### src/rtl/bypass_pkg.sv
// Shared encodings and default sizing for the operand bypass network.
package bypass_pkg;

  localparam int unsigned DataWDef = 32;
  localparam int unsigned RegAwDef = 5;
  localparam int unsigned DepthDef = 2;
  localparam int unsigned NrdDef   = 2;

  // Forwarding source codes reported per read port.
  localparam logic [1:0] SelRf   = 2'd0;
  localparam logic [1:0] SelE0   = 2'd1;
  localparam logic [1:0] SelE1   = 2'd2;
  localparam logic [1:0] SelDeep = 2'd3;

  // Map a history index to its source code; everything past entry 1 shares one code.
  function automatic logic [1:0] sel_code(input int unsigned idx);
    if (idx == 0) begin
      return SelE0;
    end else if (idx == 1) begin
      return SelE1;
    end else begin
      return SelDeep;
    end
  endfunction

endpackage

### src/rtl/bypass_match.sv
// One read port: priority match against write history, operand select and load-use hazard.
module bypass_match
  import bypass_pkg::*;
#(
  parameter int unsigned DATA_W = DataWDef,
  parameter int unsigned REG_AW = RegAwDef,
  parameter int unsigned DEPTH  = DepthDef
) (
  input  logic [REG_AW-1:0]        rd_addr_i,
  input  logic [DATA_W-1:0]        rf_data_i,
  input  logic [DEPTH-1:0]         hist_valid_i,
  input  logic [DEPTH-1:0]         hist_load_i,
  input  logic [DEPTH*REG_AW-1:0]  hist_addr_i,
  input  logic [DEPTH*DATA_W-1:0]  hist_data_i,
  output logic [DATA_W-1:0]        rd_data_o,
  output logic [1:0]               fwd_sel_o,
  output logic                     hazard_o
);

  logic found;

  // Youngest valid, non-pending match wins; a pending load in entry 0 raises a hazard instead.
  always_comb begin
    rd_data_o = rf_data_i;
    fwd_sel_o = SelRf;
    hazard_o  = 1'b0;
    found     = 1'b0;
    if (rd_addr_i != '0) begin
      hazard_o = hist_valid_i[0] && hist_load_i[0] &&
                 (hist_addr_i[0 +: REG_AW] == rd_addr_i);
      for (int unsigned i = 0; i < DEPTH; i++) begin
        if (!found && hist_valid_i[i] && !hist_load_i[i] &&
            (hist_addr_i[i*REG_AW +: REG_AW] == rd_addr_i)) begin
          found     = 1'b1;
          rd_data_o = hist_data_i[i*DATA_W +: DATA_W];
          fwd_sel_o = sel_code(i);
        end
      end
    end
  end

endmodule

### src/rtl/bypass_unit.sv
// Operand bypass: shift register of in-flight writes plus per-port forwarding muxes.
module bypass_unit
  import bypass_pkg::*;
#(
  parameter int unsigned DATA_W = DataWDef,
  parameter int unsigned REG_AW = RegAwDef,
  parameter int unsigned DEPTH  = DepthDef,
  parameter int unsigned NRD    = NrdDef
) (
  input  logic                    clk_i,
  input  logic                    rst_n_i,
  input  logic                    wr_en_i,
  input  logic                    wr_load_i,
  input  logic [REG_AW-1:0]       wr_addr_i,
  input  logic [DATA_W-1:0]       wr_data_i,
  input  logic [DATA_W-1:0]       ld_data_i,
  input  logic                    stall_i,
  input  logic                    flush_i,
  input  logic [NRD*REG_AW-1:0]   rd_addr_i,
  input  logic [NRD*DATA_W-1:0]   rf_data_i,
  output logic [NRD*DATA_W-1:0]   rd_data_o,
  output logic [NRD*2-1:0]        fwd_sel_o,
  output logic                    hazard_o,
  output logic [15:0]             fwd_cnt_o
);

  logic [DEPTH-1:0]        valid_q, valid_d;
  logic [DEPTH-1:0]        load_q, load_d;
  logic [DEPTH*REG_AW-1:0] addr_q, addr_d;
  logic [DEPTH*DATA_W-1:0] data_q, data_d;
  logic [15:0]             cnt_q, cnt_d;
  logic [NRD-1:0]          port_hazard;
  logic                    any_fwd;

  // History next state: flush beats stall beats shift.
  always_comb begin
    valid_d = valid_q;
    load_d  = load_q;
    addr_d  = addr_q;
    data_d  = data_q;
    if (flush_i) begin
      valid_d = '0;
      load_d  = '0;
    end else if (!stall_i) begin
      // r0 writes are never tracked so they can never be forwarded.
      valid_d[0]              = wr_en_i && (wr_addr_i != '0);
      load_d[0]               = wr_load_i && wr_en_i && (wr_addr_i != '0);
      addr_d[0 +: REG_AW]     = wr_addr_i;
      data_d[0 +: DATA_W]     = wr_data_i;
      for (int unsigned i = 1; i < DEPTH; i++) begin
        valid_d[i]                  = valid_q[i-1];
        load_d[i]                   = load_q[i-1];
        addr_d[i*REG_AW +: REG_AW]  = addr_q[(i-1)*REG_AW +: REG_AW];
        data_d[i*DATA_W +: DATA_W]  = data_q[(i-1)*DATA_W +: DATA_W];
        // A load's result becomes available as it leaves entry 0.
        if (i == 1 && load_q[0]) begin
          load_d[i]                  = 1'b0;
          data_d[i*DATA_W +: DATA_W] = ld_data_i;
        end
      end
    end
  end

  // Count cycles that actually used a bypass path, sticking at all-ones.
  always_comb begin
    any_fwd = |fwd_sel_o;
    cnt_d   = cnt_q;
    if (any_fwd && !stall_i && (cnt_q != 16'hFFFF)) begin
      cnt_d = cnt_q + 16'd1;
    end
  end

  // History and counter registers.
  always_ff @(posedge clk_i or negedge rst_n_i) begin
    if (!rst_n_i) begin
      valid_q <= '0;
      load_q  <= '0;
      addr_q  <= '0;
      data_q  <= '0;
      cnt_q   <= '0;
    end else begin
      valid_q <= valid_d;
      load_q  <= load_d;
      addr_q  <= addr_d;
      data_q  <= data_d;
      cnt_q   <= cnt_d;
    end
  end

  for (genvar k = 0; k < NRD; k++) begin : g_port
    bypass_match #(
      .DATA_W (DATA_W),
      .REG_AW (REG_AW),
      .DEPTH  (DEPTH)
    ) u_match (
      .rd_addr_i    (rd_addr_i[k*REG_AW +: REG_AW]),
      .rf_data_i    (rf_data_i[k*DATA_W +: DATA_W]),
      .hist_valid_i (valid_q),
      .hist_load_i  (load_q),
      .hist_addr_i  (addr_q),
      .hist_data_i  (data_q),
      .rd_data_o    (rd_data_o[k*DATA_W +: DATA_W]),
      .fwd_sel_o    (fwd_sel_o[k*2 +: 2]),
      .hazard_o     (port_hazard[k])
    );
  end

  assign hazard_o  = |port_hazard;
  assign fwd_cnt_o = cnt_q;

endmodule

### config.mk
export PLATFORM = sky130hd
export DESIGN_NAME = bypass_unit
export DESIGN_NICKNAME = d
export VERILOG_FILES = /design/src/rtl/bypass_pkg.sv /design/src/rtl/bypass_match.sv /design/src/rtl/bypass_unit.sv
export SDC_FILE = /design/constraint.sdc
export NUM_CORES = 1
export LEC_CHECK = 0
export ABC_AREA = 1
export CELL_PAD_IN_SITES_DETAIL_PLACEMENT = 1
export CELL_PAD_IN_SITES_GLOBAL_PLACEMENT = 1
export CORE_MARGIN = 2
export CORE_UTILIZATION = 31
export DETAILED_ROUTE_END_ITERATION = 10
export PLACE_DENSITY_LB_ADDON = 0.12
export SYNTH_ARGS = -nofsm -noshare
export SYNTH_HDL_FRONTEND = slang
export SYNTH_HIERARCHICAL = 1
export SYNTH_SLANG_ARGS = --single-unit
export TNS_END_PERCENT = 50
### constraint.sdc
create_clock -name clk_i -period 2.3 [get_ports clk_i]
set_input_delay 0.23 -clock clk_i [delete_from_list [all_inputs] [get_ports clk_i]]
set_output_delay 0.23 -clock clk_i [all_outputs]
set_load 0.03 [all_outputs]
==> reports/metrics.yaml <==
status: "finished with violations"
violations: "setup timing"
grt-ovfl-total: 0
hold_path_depth: 3
yosysSeqAreaShare: 0.370
io_pins: 234
clock_skew_ns: 0.00747
multi_input_area_mm2: 0.00410
chipWidth_um: 146
port_buffers: 233
grt_pass1_wl_um: 43700
routed_wl_um: 29600
synth_warnings: 6
synth-seq-cells: 93
drcViolationCount: 0
insertion_delay_ns: 0.36
drt_iter0_drc: 397
hold_end: "data_q[20]"
power_density_mw_per_mm2: 477
min_from: "wr_data_i[20]"
crit_path_start_kind: "flip-flop"
first_pass_iters: 5
final_cell_mix: "nand2_1 (244), clkdlybuf4s50_1 (157), nand3_2 (111), nand3_1 (95), dfrtp_1 (87)"
cap_violations: 0
n_fill_cell: 2404
worst_slack_ns: -0.0330
cp.required_ns: 2.07
r2r_setup_slack_ns: 0.15
fp.dieH_um: 146
start_util: 0.313
maxSlewViolCount: 0
whs_ns: 0.406
cts_max_level: 3
path_class: "flip-flop to output port"
final-hold-violation-count: 0
layout-drive-gt1-share: 0.261
final_common_cell: "nand2_1"
ys_types: 29
max_slew.worst_pin.slew_ns: 0.586
nNetsFinal: 1321
gp_congestion: 0.828
final_core_util: 0.520
leakagePower_uw: 0.00479
syn_area_mm2: 0.00629
die-area_mm2: 0.0214
vias_per_cell: 5.41
grt_setup_unrepaired: "yes"
hold_path.class: "input pin to flip-flop"
ir_drop_mv: 0.309
fin_crit_sh: 1.01
fmax_mhz: 429
cts_buffer_depth: 2
tritoncts: "done"
grt_use_total: 0.257
grt_pass1_vias: 7817
cts_made_buffers: 9
path_clk_slew_ns: 0.07
cts_root_buffer: "clkbuf_16"
worstSetupEndpointType: "output port"
syn2layout_area_growth_pct: 66.1
grt_max_degree: 52
placed_cell_area_mm2: 0.00896
dpl.cell_count: 1412
syn_area_per_cell_um2: 6.81
cp_max_fo: 8
dp_hpwl_um: 20100
final_antenna_net_count: 0
regArea_mm2: 0.00233
core_area_mm2: 0.0201
cts_sinks: 93
rows: 52
wl_per_cell_um: 20.5
synthCells: 924
period_minus_slack_ns: 2.33
slew_headroom: 0.609
setup_violations: 6
final_area_mm2: 0.0105
worstPathArrival_ns: 2.10
r2r-end: "fwd_cnt_o[15]"
route.vias.total: 7818
r2r_cells: 14
antenna_found_initial: 0
worstReg2RegStart: "addr_q[8]"
antenna_cells: 0
final_cells: 1446
total_power_uw: 4990
-- cells in the mapped netlist --
| cell type | instances | share of area |
|---|---|---|
| nor2_2 | 4 | 0.0040 |
| o21bai_4 | 1 | 0.0030 |
| o21ai_0 | 70 | 0.056 |
| dfrtp_1 | 93 | 0.37 |
| or2_2 | 2 | 0.0020 |
| nor2_4 | 4 | 0.0072 |
| and3_1 | 1 | 0.0010 |
| inv_2 | 3 | 0.0018 |
| nor3_1 | 1 | 0.00079 |
| nor2_1 | 71 | 0.042 |
| nand4_1 | 74 | 0.074 |
| o21ai_1 | 8 | 0.0064 |
| xor2_1 | 7 | 0.0097 |
| xnor2_1 | 10 | 0.014 |
| inv_1 | 44 | 0.026 |
| buf_6 | 8 | 0.014 |
| clkbuf_1 | 26 | 0.016 |
| o22ai_1 | 2 | 0.0020 |
| nand2_1 | 245 | 0.15 |
| a21oi_1 | 2 | 0.0016 |
| conb_1 | 1 | 0.00060 |
| nand4_2 | 2 | 0.0040 |
| nand3_1 | 205 | 0.16 |
| nand2_2 | 2 | 0.0020 |
| nand3b_1 | 3 | 0.0036 |
| buf_1 | 5 | 0.0030 |
| ha_1 | 1 | 0.0020 |
| nand3_2 | 2 | 0.0032 |
| buf_2 | 27 | 0.021 |
-- critical path, stage by stage (launching register included) --
cell and delay, ns:
dfrtp_2 0.40, buf_4 0.12, inv_1 0.03, nand2_1 0.04, o21ai_1 0.08, nor2_2 0.16
nand3_2 0.14, nor2_4 0.14, buf_12 0.14, clkbuf_16 0.17, nand3_2 0.07, nand3_1 0.11
buf_6 0.15
-- cell type report --
class                      instances  area share
multi-input combinational        719       0.392
clock inverter                     6     0.00587
inverter                          47      0.0169
sequential                        93       0.223
timing repair buffer             301       0.307
clock buffer                      10      0.0229
tap                              270      0.0323
-- per-layer routing --
metal,track usage,share of wire,up-vias
met3,0.0381,0.058,45
met4,0.0718,0.022,0
met5,0,0,-
met1,0.353,0.45,3836
met2,0.424,0.47,306
li1,-,-,3631
-- flip-flops by register name (all words and copies together) (netlist names) --
signal / flops
data_q: 64
fwd_cnt_o: 16
addr_q: 10
valid_q: 2
load_q: 1
-- where the power goes --
| group | switching (uW) | internal (uW) | total, uW |
|---|---|---|---|
| combinational | 703 | 616 | 1320 |
| clock | 691 | 872 | 1560 |
| sequential | 264 | 1840 | 2110 |
| total | 1660 | 3330 | 4990 |
-- worst max-delay path by stage --
| stage | start | depth (start not counted) | slack [ns] | to |
|---|---|---|---|---|
| after detailed placement | rd_addr_i[6] | 8 | -0.09 | rd_data_o[63] |
| after CTS | addr_q[9] | 10 | -0.02 | rd_data_o[31] |
| final | addr_q[8] | 12 | -0.03 | rd_data_o[51] |
| after floorplan | addr_q[8] | 14 | 0.17 | fwd_cnt_o[13] |
| after global routing | addr_q[6] | 10 | -0.09 | rd_data_o[12] |
| after global placement | rd_addr_i[6] | 8 | -0.09 | rd_data_o[63] |
-- cells by family after synthesis --
group	count (synthesis)	synth area share
adder cells (fa/ha/maj)	1	0.00199
AND/OR/NAND/NOR	616	0.453
buffers and inverters	113	0.0823
AO/OA/AOI/OAI	83	0.0686
other	1	0.000596
flip-flops	93	0.370
XOR/XNOR	17	0.0237
-- repair_timing --
action / CTS / global route
setup endpoints to repair: 64 / 65
cloned: 0 / 7
resized for setup: 34 / 197
endpoints found under the hold margin: 35 / 0
setup buffers: 3 / 7
hold buffers: 1 / 0
pin swaps: 6 / 60
-- per-stage QoR --
| stage | worst slack (ns) | setup TNS (ns) |
|---|---|---|
| final | -0.0330 | -0.0712 |
| after global routing | -0.0924 | -3.49 |
| after CTS | -0.0239 | -0.116 |
| after detailed placement | -0.0945 | -3.05 |
| after global placement | -0.0903 | -1.39 |
| after floorplan | 0.171 | 0 |
No activity file was read; power rests on OpenSTA's default activity.
